## config.mk

```make
export PLATFORM = sky130hd
export DESIGN_NAME = uart8_host_flat
export DESIGN_NICKNAME = d
export VERILOG_FILES = /design/src/rtl/uart8_host_pkg.sv /design/src/rtl/uart8_host_if.sv /design/src/rtl/uart8_host_fifo.sv /design/src/rtl/uart8_host.sv /design/src/flat_wrapper.sv
export SDC_FILE = /design/constraint.sdc
export NUM_CORES = 1
export LEC_CHECK = 0
export ABC_AREA = 1
export CAP_MARGIN = 20
export CELL_PAD_IN_SITES_DETAIL_PLACEMENT = 0
export CELL_PAD_IN_SITES_GLOBAL_PLACEMENT = 2
export CORE_AREA = 2 2 104 181
export CTS_BUF_LIST = sky130_fd_sc_hd__clkbuf_4 sky130_fd_sc_hd__clkbuf_8
export DETAILED_ROUTE_END_ITERATION = 10
export DIE_AREA = 0 0 106 183
export HOLD_SLACK_MARGIN = 0.03
export PLACE_DENSITY_LB_ADDON = 0.1
export REMOVE_ABC_BUFFERS = 1
export SLEW_MARGIN = 20
export SYNTH_ARGS = -nofsm -noshare
export SYNTH_HDL_FRONTEND = slang
export SYNTH_SLANG_ARGS = --single-unit
```

## constraint.sdc

```tcl
create_clock -name clk -period 3.8 [get_ports clk]
set_input_delay 0.95 -clock clk [delete_from_list [all_inputs] [get_ports clk]]
set_output_delay 0.95 -clock clk [all_outputs]
set_load 0.01 [all_outputs]
```

## src/rtl/uart8_host_pkg.sv

```systemverilog
// Shared types and default sizing for the uart8_host block.
package uart8_host_pkg;

    localparam int unsigned FifoDepthDefault  = 8;
    localparam int unsigned SyncStagesDefault = 2;

    typedef enum logic [1:0] {
        StIdle,
        StLoad,
        StStart,
        StWait
    } tx_state_e;

endpackage

```

## src/rtl/uart8_host_if.sv

```systemverilog
// Host-side bus of uart8_host: TX push, RX pop, levels and sticky error flags.
interface uart8_host_if
    import uart8_host_pkg::*;
#(
    parameter int unsigned FIFO_DEPTH = FifoDepthDefault
) ();

    localparam int unsigned LW = $clog2(FIFO_DEPTH) + 1;

    logic [7:0]    wr_data;
    logic          wr_valid;
    logic          wr_ready;
    logic [7:0]    rd_data;
    logic          rd_valid;
    logic          rd_ready;
    logic [LW-1:0] tx_level;
    logic [LW-1:0] rx_level;
    logic          rx_overflow;
    logic          rx_frame_err;
    logic          clr_err;

    modport master (
        output wr_data, wr_valid, rd_ready, clr_err,
        input  wr_ready, rd_data, rd_valid, tx_level, rx_level, rx_overflow, rx_frame_err
    );

    modport slave (
        input  wr_data, wr_valid, rd_ready, clr_err,
        output wr_ready, rd_data, rd_valid, tx_level, rx_level, rx_overflow, rx_frame_err
    );

endinterface

```

## src/rtl/uart8_host_fifo.sv

```systemverilog
// Synchronous FIFO with wrapping pointers and a separately tracked level.
module uart8_host_fifo #(
    parameter int unsigned DEPTH = 8,
    parameter int unsigned WIDTH = 8,
    localparam int unsigned AW = $clog2(DEPTH),
    localparam int unsigned LW = AW + 1
) (
    input  logic             clk,
    input  logic             rst,
    input  logic             push_i,
    input  logic [WIDTH-1:0] wdata_i,
    input  logic             pop_i,
    output logic [WIDTH-1:0] rdata_o,
    output logic             full_o,
    output logic             empty_o,
    output logic [LW-1:0]    level_o
);

    logic [WIDTH-1:0] mem_q [DEPTH];
    logic [AW-1:0]    wptr_q, wptr_d;
    logic [AW-1:0]    rptr_q, rptr_d;
    logic [LW-1:0]    level_q, level_d;
    logic             do_push, do_pop;

    assign full_o  = (level_q == LW'(DEPTH));
    assign empty_o = (level_q == '0);
    assign do_pop  = pop_i && !empty_o;
    // A push into a full FIFO is taken only when a pop frees a slot in the same cycle.
    assign do_push = push_i && (!full_o || do_pop);
    assign rdata_o = mem_q[rptr_q];
    assign level_o = level_q;

    // Next-state pointers and occupancy.
    always_comb begin
        wptr_d  = do_push ? wptr_q + 1'b1 : wptr_q;
        rptr_d  = do_pop ? rptr_q + 1'b1 : rptr_q;
        level_d = level_q + LW'(do_push) - LW'(do_pop);
    end

    // Pointer and level registers.
    always_ff @(posedge clk) begin
        if (rst) begin
            wptr_q  <= '0;
            rptr_q  <= '0;
            level_q <= '0;
        end else begin
            wptr_q  <= wptr_d;
            rptr_q  <= rptr_d;
            level_q <= level_d;
        end
    end

    // Storage array; contents are meaningless while empty so it is not reset.
    always_ff @(posedge clk) begin
        if (do_push) begin
            mem_q[wptr_q] <= wdata_i;
        end
    end

endmodule

```

## src/rtl/uart8_host.sv

```systemverilog
// Host adapter between a byte-stream bus and a simple UART transmitter/receiver pair.
module uart8_host
    import uart8_host_pkg::*;
#(
    parameter int unsigned FIFO_DEPTH  = FifoDepthDefault,
    parameter int unsigned SYNC_STAGES = SyncStagesDefault,
    localparam int unsigned LW = $clog2(FIFO_DEPTH) + 1
) (
    input  logic       clk,
    input  logic       rst,
    uart8_host_if.slave host,
    output logic [7:0] uart_tx_data,
    output logic       uart_tx_start,
    output logic       uart_tx_en,
    input  logic       uart_tx_busy,
    input  logic       uart_tx_done,
    output logic       uart_rx_en,
    input  logic [7:0] uart_rx_data,
    input  logic       uart_rx_done,
    input  logic       uart_rx_err
);

    // Synchronizer bit order: {rx_err, rx_done, tx_done, tx_busy}.
    logic [SYNC_STAGES-1:0][3:0] sync_q;
    logic [3:0] sync_s;
    logic [2:0] prev_q;
    logic       busy_s, busy_fall, done_rise, rx_rise, rx_err_s;

    tx_state_e  state_q;
    logic [7:0] tx_data_q;
    logic       tx_start_q;
    logic       tx_push, tx_pop, tx_full, tx_empty;
    logic [7:0] tx_rdata;
    logic [LW-1:0] tx_level;

    logic       rx_push, rx_pop, rx_full, rx_empty, rx_ok;
    logic [7:0] rx_rdata;
    logic [LW-1:0] rx_level;
    logic       ovf_q, frame_q, ovf_set, frame_set;

    // Synchronizer chain plus one delay stage for edge detection.
    always_ff @(posedge clk) begin
        if (rst) begin
            sync_q <= '0;
            prev_q <= '0;
        end else begin
            sync_q[0] <= {uart_rx_err, uart_rx_done, uart_tx_done, uart_tx_busy};
            for (int i = 1; i < int'(SYNC_STAGES); i++) begin
                sync_q[i] <= sync_q[i-1];
            end
            prev_q <= sync_s[2:0];
        end
    end

    assign sync_s    = sync_q[SYNC_STAGES-1];
    assign busy_s    = sync_s[0];
    assign busy_fall = prev_q[0] && !sync_s[0];
    assign done_rise = sync_s[1] && !prev_q[1];
    assign rx_rise   = sync_s[2] && !prev_q[2];
    assign rx_err_s  = sync_s[3];

    assign uart_tx_en = !rst;
    assign uart_rx_en = !rst;

    // TX path.
    assign host.wr_ready = !rst && !tx_full;
    assign tx_push       = host.wr_valid && host.wr_ready;
    assign tx_pop        = (state_q == StLoad);
    assign host.tx_level = tx_level;
    assign uart_tx_data  = tx_data_q;
    assign uart_tx_start = tx_start_q;

    uart8_host_fifo #(
        .DEPTH (FIFO_DEPTH),
        .WIDTH (8)
    ) u_tx_fifo (
        .clk     (clk),
        .rst     (rst),
        .push_i  (tx_push),
        .wdata_i (host.wr_data),
        .pop_i   (tx_pop),
        .rdata_o (tx_rdata),
        .full_o  (tx_full),
        .empty_o (tx_empty),
        .level_o (tx_level)
    );

    // TX sequencer: fetch a byte, hold start until the transmitter reports busy, await completion.
    always_ff @(posedge clk) begin
        if (rst) begin
            state_q    <= StIdle;
            tx_data_q  <= '0;
            tx_start_q <= 1'b0;
        end else begin
            case (state_q)
                StIdle: begin
                    if (!tx_empty) state_q <= StLoad;
                end
                StLoad: begin
                    tx_data_q  <= tx_rdata;
                    tx_start_q <= 1'b1;
                    state_q    <= StStart;
                end
                StStart: begin
                    if (busy_s) begin
                        tx_start_q <= 1'b0;
                        state_q    <= StWait;
                    end
                end
                StWait: begin
                    if (busy_fall || done_rise) state_q <= StIdle;
                end
                default: state_q <= StIdle;
            endcase
        end
    end

    // RX path: capture on a synchronized done edge; errored frames never reach the FIFO.
    assign rx_ok         = rx_rise && !rx_err_s;
    assign rx_push       = rx_ok;
    assign rx_pop        = host.rd_valid && host.rd_ready;
    assign ovf_set       = rx_ok && rx_full && !rx_pop;
    assign frame_set     = rx_rise && rx_err_s;
    assign host.rd_valid = !rx_empty;
    assign host.rd_data  = rx_rdata;
    assign host.rx_level = rx_level;

    uart8_host_fifo #(
        .DEPTH (FIFO_DEPTH),
        .WIDTH (8)
    ) u_rx_fifo (
        .clk     (clk),
        .rst     (rst),
        .push_i  (rx_push),
        .wdata_i (uart_rx_data),
        .pop_i   (rx_pop),
        .rdata_o (rx_rdata),
        .full_o  (rx_full),
        .empty_o (rx_empty),
        .level_o (rx_level)
    );

    // Sticky error flags; a new event in the same cycle beats a clear.
    always_ff @(posedge clk) begin
        if (rst) begin
            ovf_q   <= 1'b0;
            frame_q <= 1'b0;
        end else begin
            if (ovf_set) ovf_q <= 1'b1;
            else if (host.clr_err) ovf_q <= 1'b0;
            if (frame_set) frame_q <= 1'b1;
            else if (host.clr_err) frame_q <= 1'b0;
        end
    end

    assign host.rx_overflow  = ovf_q;
    assign host.rx_frame_err = frame_q;

endmodule

```

## src/flat_wrapper.sv

```systemverilog
// flat-port wrapper written by rule: the top's interface ports become plain ports
module uart8_host_flat import uart8_host_pkg::*;
#(
    parameter int unsigned FIFO_DEPTH  = FifoDepthDefault,
    parameter int unsigned SYNC_STAGES = SyncStagesDefault,
    localparam int unsigned LW = $clog2(FIFO_DEPTH) + 1
)
  (clk, rst, uart_tx_data, uart_tx_start, uart_tx_en, uart_tx_busy, uart_tx_done, uart_rx_en, uart_rx_data, uart_rx_done, uart_rx_err, host_wr_data, host_wr_valid, host_rd_ready, host_clr_err, host_wr_ready, host_rd_data, host_rd_valid, host_tx_level, host_rx_level, host_rx_overflow, host_rx_frame_err);
  uart8_host_if #(.FIFO_DEPTH(FIFO_DEPTH)) host_i ();
  input  logic clk;
  input  logic rst;
  output logic [7:0] uart_tx_data;
  output logic uart_tx_start;
  output logic uart_tx_en;
  input  logic uart_tx_busy;
  input  logic uart_tx_done;
  output logic uart_rx_en;
  input  logic [7:0] uart_rx_data;
  input  logic uart_rx_done;
  input  logic uart_rx_err;
  input wire logic [$bits(host_i.wr_data)-1:0] host_wr_data;
  input wire logic [$bits(host_i.wr_valid)-1:0] host_wr_valid;
  input wire logic [$bits(host_i.rd_ready)-1:0] host_rd_ready;
  input wire logic [$bits(host_i.clr_err)-1:0] host_clr_err;
  output wire logic [$bits(host_i.wr_ready)-1:0] host_wr_ready;
  output wire logic [$bits(host_i.rd_data)-1:0] host_rd_data;
  output wire logic [$bits(host_i.rd_valid)-1:0] host_rd_valid;
  output wire logic [$bits(host_i.tx_level)-1:0] host_tx_level;
  output wire logic [$bits(host_i.rx_level)-1:0] host_rx_level;
  output wire logic [$bits(host_i.rx_overflow)-1:0] host_rx_overflow;
  output wire logic [$bits(host_i.rx_frame_err)-1:0] host_rx_frame_err;
  assign host_i.wr_data = host_wr_data;
  assign host_i.wr_valid = host_wr_valid;
  assign host_i.rd_ready = host_rd_ready;
  assign host_i.clr_err = host_clr_err;
  assign host_wr_ready = host_i.wr_ready;
  assign host_rd_data = host_i.rd_data;
  assign host_rd_valid = host_i.rd_valid;
  assign host_tx_level = host_i.tx_level;
  assign host_rx_level = host_i.rx_level;
  assign host_rx_overflow = host_i.rx_overflow;
  assign host_rx_frame_err = host_i.rx_frame_err;
  uart8_host #(.FIFO_DEPTH(FIFO_DEPTH), .SYNC_STAGES(SYNC_STAGES)) u_core (.clk(clk), .rst(rst), .host(host_i), .uart_tx_data(uart_tx_data), .uart_tx_start(uart_tx_start), .uart_tx_en(uart_tx_en), .uart_tx_busy(uart_tx_busy), .uart_tx_done(uart_tx_done), .uart_rx_en(uart_rx_en), .uart_rx_data(uart_rx_data), .uart_rx_done(uart_rx_done), .uart_rx_err(uart_rx_err));
endmodule
```

# Word level (Yosys, flattened, before mapping)

Memories as Yosys holds them, arrays and structs flattened. A register that Yosys moved wholly into a read port is not among the register bits.
Index checks and enable logic that the tools add are counted.

Flip-flop bits (word level): 36
Memory bits (writable): 128
Bits of input ports: 25
Output and inout bits: 31
Memories: 2

Memories:

| name                   | words | width | rd ports | clocked after Yosys merged registers in | wr ports | line                  | source |
|---|---|---|---|---|---|---|---|
| u_core.u_rx_fifo.mem_q | 8     | 8     | 1        | 1                                       | 1        | uart8_host_fifo.sv:19 | `logic [WIDTH-1:0] mem_q [DEPTH];` |
| u_core.u_tx_fifo.mem_q | 8     | 8     | 1        | 1                                       | 1        | uart8_host_fifo.sv:19 |  |

Add/subtract/negate cells: 8
Equality and inequality tests: 8
Muxes and demuxes: 15
Reduce and logical (&&, ||, !) cells: 35

Operators with widths:

| kind                  | count |
|---|---|
| $logic_and A1 B1 Y1   | 14 |
| $add A3 B1 Y3 const B | 4 |
| $logic_not A1 Y1      | 10 |
| $add A4 B1 Y4         | 2 |
| $eq A4 B4 Y1 const B  | 2 |
| $logic_not A4 Y1      | 2 |
| $mux W1               | 8 |
| $pmux W2 S4           | 1 |
| $sub A4 B1 Y4         | 2 |
| $mux W2               | 3 |
| $mux W3               | 2 |
| $reduce_bool A2 Y1    | 3 |
| $eq A2 B2 Y1 const B  | 2 |
| $ne A2 B1 Y1 const B  | 2 |
| $logic_or A1 B1 Y1    | 3 |
| $reduce_and A3 Y1     | 1 |
| $eq A2 B1 Y1 const B  | 1 |
| $logic_not A2 Y1      | 1 |
| $ne A2 B2 Y1 const B  | 1 |
| $pmux W1 S2           | 1 |
| $reduce_and A2 Y1     | 1 |

# Longest topological paths before layout

Gate-level depths: netlist of run 1.

Depth in word-level cells: 8
Depth in mapped cells: 15
Depth with buffers taken out: 15

# Cells and area by module

Synthesis of run 1 repeated with hierarchy kept, for this count alone.

Cells, all modules: 696
Area total of the unflattened synthesis: 7483.4 µm²

By module, submodules not included:

| module                              | instances | cells an instance | area an instance (µm²) |
|---|---|---|---|
| uart8_host_fifo at u_core.u_rx_fifo | 1         | 288               | 3249.4 |
| uart8_host_fifo at u_core.u_tx_fifo | 1         | 288               | 3210.6 |
| uart8_host                          | 1         | 120               | 1023.5 |

# Least setup slack after synthesis of run 1

No wires, ideal clock.

Path kind: input-to-reg
Start point: in rst
End point: reg u_core.u_tx_fifo.level_q[2], in the netlist u_core.u_tx_fifo.level_o[2]
Setup time: 0.128 ns
Data arrival time: 2.402 ns
Slack: 1.271 ns
Cell stages on the path: 10
Cells stage by stage: inv_2 > nand3_1 > buf_2 > ha_1 > inv_1 > ha_1 > inv_1 > fa_1 > xor2_1 > nor2_1

Cells in the longest elaborated chain, start to end: 6

Ends and longest elaborated chain:

| item                   | line                  | source |
|---|---|---|
| start: declaration     | flat_wrapper.sv:11    | `input logic rst;` |
| $logic_not A1 Y1       | uart8_host.sv:66      | `assign host.wr_ready = !rst && !tx_full;` |
| $logic_and A1 B1 Y1    | uart8_host.sv:66      |  |
| $logic_and A1 B1 Y1    | uart8_host.sv:67      | `assign tx_push = host.wr_valid && host.wr_ready;` |
| $logic_and A1 B1 Y1    | uart8_host_fifo.sv:29 | `assign do_push = push_i && (!full_o \|\| do_pop);` |
| $add A4 B1 Y4          | uart8_host_fifo.sv:37 | `level_d = level_q + LW'(do_push) - LW'(do_pop);` |
| $sub A4 B1 Y4          | uart8_host_fifo.sv:37 |  |
| end signal: assignment | uart8_host_fifo.sv:49 | `level_q <= level_d;` |
| end: declaration       | uart8_host_fifo.sv:22 | `logic [LW-1:0] level_q, level_d;` |

Parallel ways exist; a longest one is shown, timed or not.
A chain may end at the register's enable or synchronous reset.

# Worst setup path after layout of run 1

Start point: in rst
End point: out host_wr_ready

Cells in the longest elaborated chain, start to end: 2

Ends and longest elaborated chain:

| item                | line               | source |
|---|---|---|
| $logic_not A1 Y1    | uart8_host.sv:66   |  |
| $logic_and A1 B1 Y1 | uart8_host.sv:66   |  |
| end: declaration    | flat_wrapper.sv:25 | `output wire logic [$bits(host_i.wr_ready)-1:0] host_wr_ready;` |

Every way passes these cells.

==> run metrics, run 1 <==
sum of negative setup slack 0 ps; number of gates given a new drive strength after cts 0; TritonCTS buffer count 17; sequence of cells on the critical path clkdlybuf4s50_1, a31oi_1, clkdlybuf4s50_1; critical path data arrival time 2240 ps; number of vias per cell after detailed routing 4.750; net switching component of the power 1.677 mW; total number of cells along the worst setup path 3; multiplexer share of the synthesized area 0%; worst hold slack 409.9 ps; Clk Tree Root Cell sky130_fd_sc_hd__clkbuf_8; met1 routed wirelength after detailed routing 6030 um; number of placed I/O pins 56; final-layout fill cell count 1701; max-cap check violation count 0; Placeable Area 17970 um2; DRC violations left 0; Synth area leaders sky130_fd_sc_hd__edfxtp_1 52%, sky130_fd_sc_hd__dfxtp_1 13%, sky130_fd_sc_hd__nand2_1 6.2%; start point of the critical path rst; global-route wire length before repair 25280 um; CP Class in2out; Synth Area in Simple Gates 17.20%; worst stage delay on the critical path 560 ps; cell internal power dissipation 3.311 mW; area fraction in compound gates after synthesis 6.024%; clock slew seen by the registers of the worst setup and hold paths 80 ps; hold buffer count at cts 0; Buf+Inv Stages, Crit Path 2; total congestion overflow 0; synthesis-stage register bit count 175; site row count 65; H-tree depth 4; clk buf depth 2; kind of cell with the highest combined delay on the critical path buffers and inverters; total length of routed wires 15800 um; last element of the critical path host_wr_ready; share of cells above drive strength 1 8.663%; Final Hold Violating Endpoints 0; Fmax 313.6 MHz; power density normalized to cell area 578.1 nW/um2; die area 19400 um2; average footprint of a synthesized cell 10.17 um2; cell accounting for the most synthesized area sky130_fd_sc_hd__edfxtp_1; worst path required time 2850 ps; EDFF count, synth 128; fraction of power consumed by the clock network 23.3%; initial drt markers 167; post-route clock skew 13.04 ps; Die W 106 um; maximum resistive drop on vdd 0.0002260 V; count of nets after finishing 843; Hold WC Path Type reg2reg; TritonCTS sink count 175; Overall Global Routing Usage 17.31%; post-CTS repair timing setup buffer count 0; worst slew pin tran 867.7 ps; clock tree from TritonCTS built; cell depth of the worst flop-to-flop path 12; total vias in the final route 4950; Synth Warn # 0; Leakage Power 3.479 nW; RSZ-0062 raised after global routing false; largest family of logic cells by synthesized area simple AND/OR/NAND/NOR gates; Port-buffer cells 55; post-synth design cell area 7415 um2; setup slack of the most critical reg-to-reg path 1630 ps; Final ANT Viol Nets 0; xor/xnor share of the synthesized area 0.3544%; start point of the worst hold path u_core.sync_q[0]; met3 wirelength from detailed routing 423 um; sort of element at the end of the critical path output pin; area used by multi-input combinational logic 2051 um2; switching power share of the total 33.62%; clock network latency to the later pin of the worst-skew pair 450 ps; first-pass iteration count of the detailed router 4; final number of setup-violating endpoints 0; outcome complete, no violations; FFs w/ async S/R, synth 0%; combinational group share of total power 30.7%; sort of element at the start of the critical path primary input; crit share post-route 83.92%; area of all sequential standard cells 4785 um2; routed wl met2 9152 um; via count of the first global-routing pass 4941; Post-Synth Adder-Cell Area 4.084%; DR top layer met4; CP most frequent cell sky130_fd_sc_hd__clkdlybuf4s50_1; worst reg2reg path endpoint u_core.u_rx_fifo.level_o[2]; Routability Congestion 0.7670; CP max stage cell sky130_fd_sc_hd__clkdlybuf4s50_1; Mapped Cells 729; Chip Height 183 um; starting utilization of the core area 41.25%; P&R area growth vs syn 16.37%; maximum number of pins on one net before global-route repair 35; reg-to-reg critical path startpoint u_core.u_rx_fifo.level_o[2]; time the worst path needs with I/O delays and setup 3189 ps; share of the synthesized area in the top cell type 51.84%; predominant post-synthesis flop cell sky130_fd_sc_hd__edfxtp_1; largest driver fanout on the critical path 5; sequential-to-total area share from yosys stat 64.53%; number of antenna violations at the first check in global routing 0; number of diodes added for antenna fixing 0; post-detail-place hpwl 10390 um; sequential power share 46.1%; detailed-route wire length per cell 15.16 um; Relative slew margins 42.07%; final number of max-transition violations 0; number of distinct library cell variants in the gate-level netlist after synthesis 30
[tightest hold or removal path, cell delays in order, from the launching register on]
cell and delay [ps]:
sky130_fd_sc_hd__dfxtp_1 310, sky130_fd_sc_hd__inv_1 40, sky130_fd_sc_hd__nor2_1 30
[per-stage QoR]
| step | cells | setup WS, ps | util [%] | total power, mW | instance area, um2 |
|---|---|---|---|---|---|
| floorplan | 700 | 995.6 | - | 3.263 | 7274 |
| global placement | 1010 | 606.8 | 46.04 | 3.870 | 8275 |
| detailed placement | 1010 | 598.4 | 46.04 | 3.898 | 8275 |
| CTS | 1042 | 576.4 | 48.01 | 5.065 | 8628 |
| global route | 1042 | 483.6 | 48.01 | 5.368 | 8628 |
| finish | 1042 | 610.9 | 48.01 | 4.988 | 8628 |
[Yosys cell counts, types with 8 or more instances]
cell                         n
sky130_fd_sc_hd__a21oi_1    20
sky130_fd_sc_hd__buf_2      19
sky130_fd_sc_hd__clkbuf_1    8
sky130_fd_sc_hd__dfxtp_1    47
sky130_fd_sc_hd__edfxtp_1  128
sky130_fd_sc_hd__ha_1       21
sky130_fd_sc_hd__inv_1     112
sky130_fd_sc_hd__nand2_1   123
sky130_fd_sc_hd__nand3_1    58
sky130_fd_sc_hd__nor2_1     83
sky130_fd_sc_hd__nor3_1     11
sky130_fd_sc_hd__o21ai_0    49
sky130_fd_sc_hd__o21ai_1    19
[layout by cell type (no fill, tap or decap), types with 21 or more instances in the layout]
cell type	Yosys	final
sky130_fd_sc_hd__nand2_1	123	123
sky130_fd_sc_hd__nand3_1	58	58
sky130_fd_sc_hd__dfxtp_1	47	47
sky130_fd_sc_hd__inv_1	112	112
sky130_fd_sc_hd__edfxtp_1	128	128
sky130_fd_sc_hd__o21ai_0	49	49
sky130_fd_sc_hd__nor2_1	83	83
sky130_fd_sc_hd__buf_4	2	21
sky130_fd_sc_hd__ha_1	21	21
sky130_fd_sc_hd__clkdlybuf4s50_1	0	55
[area by class of cell]
| type | instances | area share [%] |
|---|---|---|
| Clock buffer | 19 | 2.886 |
| Clock inverter | 13 | 1.204 |
| Multi-Input combinational cell | 408 | 23.77 |
| Inverter | 117 | 5.090 |
| Sequential cell | 175 | 55.45 |
| Tap cell | 234 | 3.393 |
| Timing Repair Buffer | 76 | 8.208 |
[state kept, by name, summed over array words and instances (netlist names), named ones only]
register and flops:
u_core.u_rx_fifo.rptr_q 3, u_core.state_q 2, u_core.u_rx_fifo.mem_q 64, u_core.host.rx_frame_err 1, u_core.u_tx_fifo.wptr_q 3, u_core.uart_tx_start 1
u_core.u_tx_fifo.mem_q 64, u_core.u_tx_fifo.rptr_q 3, u_core.u_tx_fifo.level_o 4, u_core.sync_s 4, u_core.uart_tx_data 8, u_core.prev_q 3
u_core.host.rx_overflow 1, u_core.sync_q 4, u_core.u_rx_fifo.wptr_q 3, u_core.u_rx_fifo.level_o 4
[routing by layer]
layer | GRT usage [%] | up-vias
met5 | 0 | -
met4 | 5.895 | 0
met3 | 2.985 | 11
met2 | 34.12 | 61
met1 | 18.11 | 2370
li1 | - | 2508
[power by group through the flow]
stage | Combinational (mW) | Clock (mW) | Sequential, mW
floorplan | 0.858 | 0 | 2.41
global route | 1.77 | 1.28 | 2.32
CTS | 1.56 | 1.20 | 2.30
detailed placement | 1.55 | 0 | 2.35
finish | 1.53 | 1.16 | 2.30
global placement | 1.53 | 0 | 2.34
[cells by family after synthesis]
kind of cell | count (synthesis)
compound gates | 89
fa+ha+maj | 23
simple gates | 293
buf+inv | 146
flops | 175
xor+xnor | 3
[worst min path at each step]
stage / end / slack [ps] / cells after the start
2_1_floorplan: u_core.sync_s[0] / 390 / 2
3_3_place_gp: u_core.sync_s[3] / 400 / 2
3_5_place_dp: u_core.sync_s[0] / 400 / 2
4_1_cts: u_core.sync_s[3] / 420 / 2
5_1_grt: u_core.sync_s[3] / 430 / 2
6_report: u_core.sync_s[0] / 410 / 2
No activity file was read; power rests on OpenSTA's default activity.
==> inputs of run 2 (changes only) <==
--- a/config.mk
+++ b/config.mk
@@ -9,10 +9,10 @@
 export CAP_MARGIN = 20
 export CELL_PAD_IN_SITES_DETAIL_PLACEMENT = 0
 export CELL_PAD_IN_SITES_GLOBAL_PLACEMENT = 2
-export CORE_AREA = 2 2 104 181
+export CORE_AREA = 2 2 108 188
 export CTS_BUF_LIST = sky130_fd_sc_hd__clkbuf_4 sky130_fd_sc_hd__clkbuf_8
 export DETAILED_ROUTE_END_ITERATION = 10
-export DIE_AREA = 0 0 106 183
+export DIE_AREA = 0 0 110 190
 export HOLD_SLACK_MARGIN = 0.03
 export PLACE_DENSITY_LB_ADDON = 0.1
 export REMOVE_ABC_BUFFERS = 1
==> constraint.sdc (replaced) <==
create_clock -name clk -period 3.2 [get_ports clk]
set_input_delay 0.8 -clock clk [delete_from_list [all_inputs] [get_ports clk]]
set_output_delay 0.8 -clock clk [all_outputs]
set_load 0.01 [all_outputs]
==> run metrics, run 2 (synthesis results as in run 1) <==
instance count after placement with tap cells included 1023; area of all placed cells without fillers 8712 um2; initial drt markers 208; hold buffer count at cts 0; Overall Global Routing Usage 15.86%; Final Hold Violating Endpoints 0; number of diodes added for antenna fixing 0; count of nets after finishing 845; clock tree from TritonCTS built; area used by multi-input combinational logic 2051 um2; post-placement cell area 8304 um2; Port-buffer cells 55; start point of the worst hold path u_core.sync_q[1]; worst hold slack 404.1 ps; total vias in the final route 4893; sort of element at the end of the critical path output pin; sort of element at the start of the critical path register; CP Class reg2out; post-route clock skew 14.60 ps; via count of the first global-routing pass 4866; worst stage delay on the critical path 520 ps; number of placed I/O pins 56; post-detail-place hpwl 10470 um; reg-to-reg critical path startpoint u_core.state_q[1]; global-route wire length before repair 24690 um; total length of routed wires 15420 um; maximum number of pins on one net before global-route repair 35; post-CTS repair timing setup buffer count 0; Hold WC Path Type reg2reg; P&R area growth vs syn 17.50%; final number of setup-violating endpoints 0; met1 routed wirelength after detailed routing 6099 um; Fmax 336.0 MHz; DR top layer met4; power density normalized to cell area 698.7 nW/um2; max-cap check violation count 0; site row count 68; met3 wirelength from detailed routing 369 um; CP most frequent cell sky130_fd_sc_hd__nand2_1; sum of negative setup slack 0 ps; time the worst path needs with I/O delays and setup 2976 ps; outcome complete, no violations; detailed-route wire length per cell 14.62 um; crit share post-route 93.01%; Leakage Power 3.506 nW; starting utilization of the core area 38.06%; worst path required time 2400 ps; Routability Congestion 0.7299; kind of cell with the highest combined delay on the critical path buffers and inverters; sequence of cells on the critical path inv_2, o21ai_0, o21ai_1, nand2_1, nand2_1, clkdlybuf4s50_1; Final Non-Filler Cells 1055; number of gates given a new drive strength after cts 0; final-layout fill cell count 1886; number of vias per cell after detailed routing 4.638; Die W 110 um; total power draw 6.087 mW; Placeable Area 19480 um2; Clk Tree Root Cell sky130_fd_sc_hd__clkbuf_8; Relative slew margins 58.55%; TritonCTS buffer count 17; commonest non-fill, non-tap cells in the layout 128 x sky130_fd_sc_hd__edfxtp_1, 123 x sky130_fd_sc_hd__nand2_1, 112 x sky130_fd_sc_hd__inv_1; Final ANT Viol Nets 0; share of cells above drive strength 1 8.889%; total congestion overflow 0; area of all sequential standard cells 4785 um2; clk buf depth 2; die area 20900 um2; worst slew pin tran 620.9 ps; H-tree depth 4; clock network latency to the later pin of the worst-skew pair 460 ps; Buf+Inv Stages, Crit Path 2; first-pass iteration count of the detailed router 4; clock slew seen by the registers of the worst setup and hold paths 100 ps; Chip Height 190 um; most common cell after layout, fill and taps aside sky130_fd_sc_hd__edfxtp_1; critical path data arrival time 2180 ps; largest driver fanout on the critical path 32; final number of max-transition violations 0; TritonCTS sink count 175; RSZ-0062 raised after global routing false; maximum resistive drop on vdd 0.0002706 V; CP max stage cell sky130_fd_sc_hd__clkdlybuf4s50_1; routed wl met2 8768 um; DRC violations left 0; number of antenna violations at the first check in global routing 0
==> run 2: path summary, 6_finish.rpt <==
path                                 end  slack, ps  cells after the start
max reg2reg  u_core.u_tx_fifo.level_o[2]       1000                     11
max                      host_rd_data[6]        220                      6
min reg2reg             u_core.sync_s[1]        400                      2
min                     u_core.sync_s[1]        400                      2
==> run 2: worst min-delay path: stages (launching register included) <==
cell	delay (ps)
sky130_fd_sc_hd__dfxtp_1	300
sky130_fd_sc_hd__inv_1	40
sky130_fd_sc_hd__nor2_1	30
==> run 2: metrics by stage <==
step	setup slack [ps]	util, %
floorplan	545.6	-
global placement	272.3	42.62
detailed placement	250.6	42.62
CTS	129.6	44.71
global route	27.14	44.71
finish	223.7	44.71
==> run 2: routing by layer <==
metal	up-vias	track usage, %
li1	2519	-
met4	0	5.599
met5	-	0
met3	9	3.392
met1	2302	17.03
met2	63	29.66
==> run 2: final cells by class <==
cell class | instances | share of cell area (%)
Clock inverter | 15 | 1.996
Clock buffer | 17 | 2.686
Inverter | 117 | 5.041
Sequential cell | 175 | 54.92
Multi-Input combinational cell | 408 | 23.54
Timing Repair Buffer | 78 | 8.301
Tap cell | 245 | 3.519
==> run 2: report_power, final <==
part	switching (mW)	leakage (nW)	internal [mW]	total [mW]
logic	1.08	1.76	0.773	1.85
clock network	0.880	0.202	0.658	1.54
registers	0.107	1.54	2.59	2.70
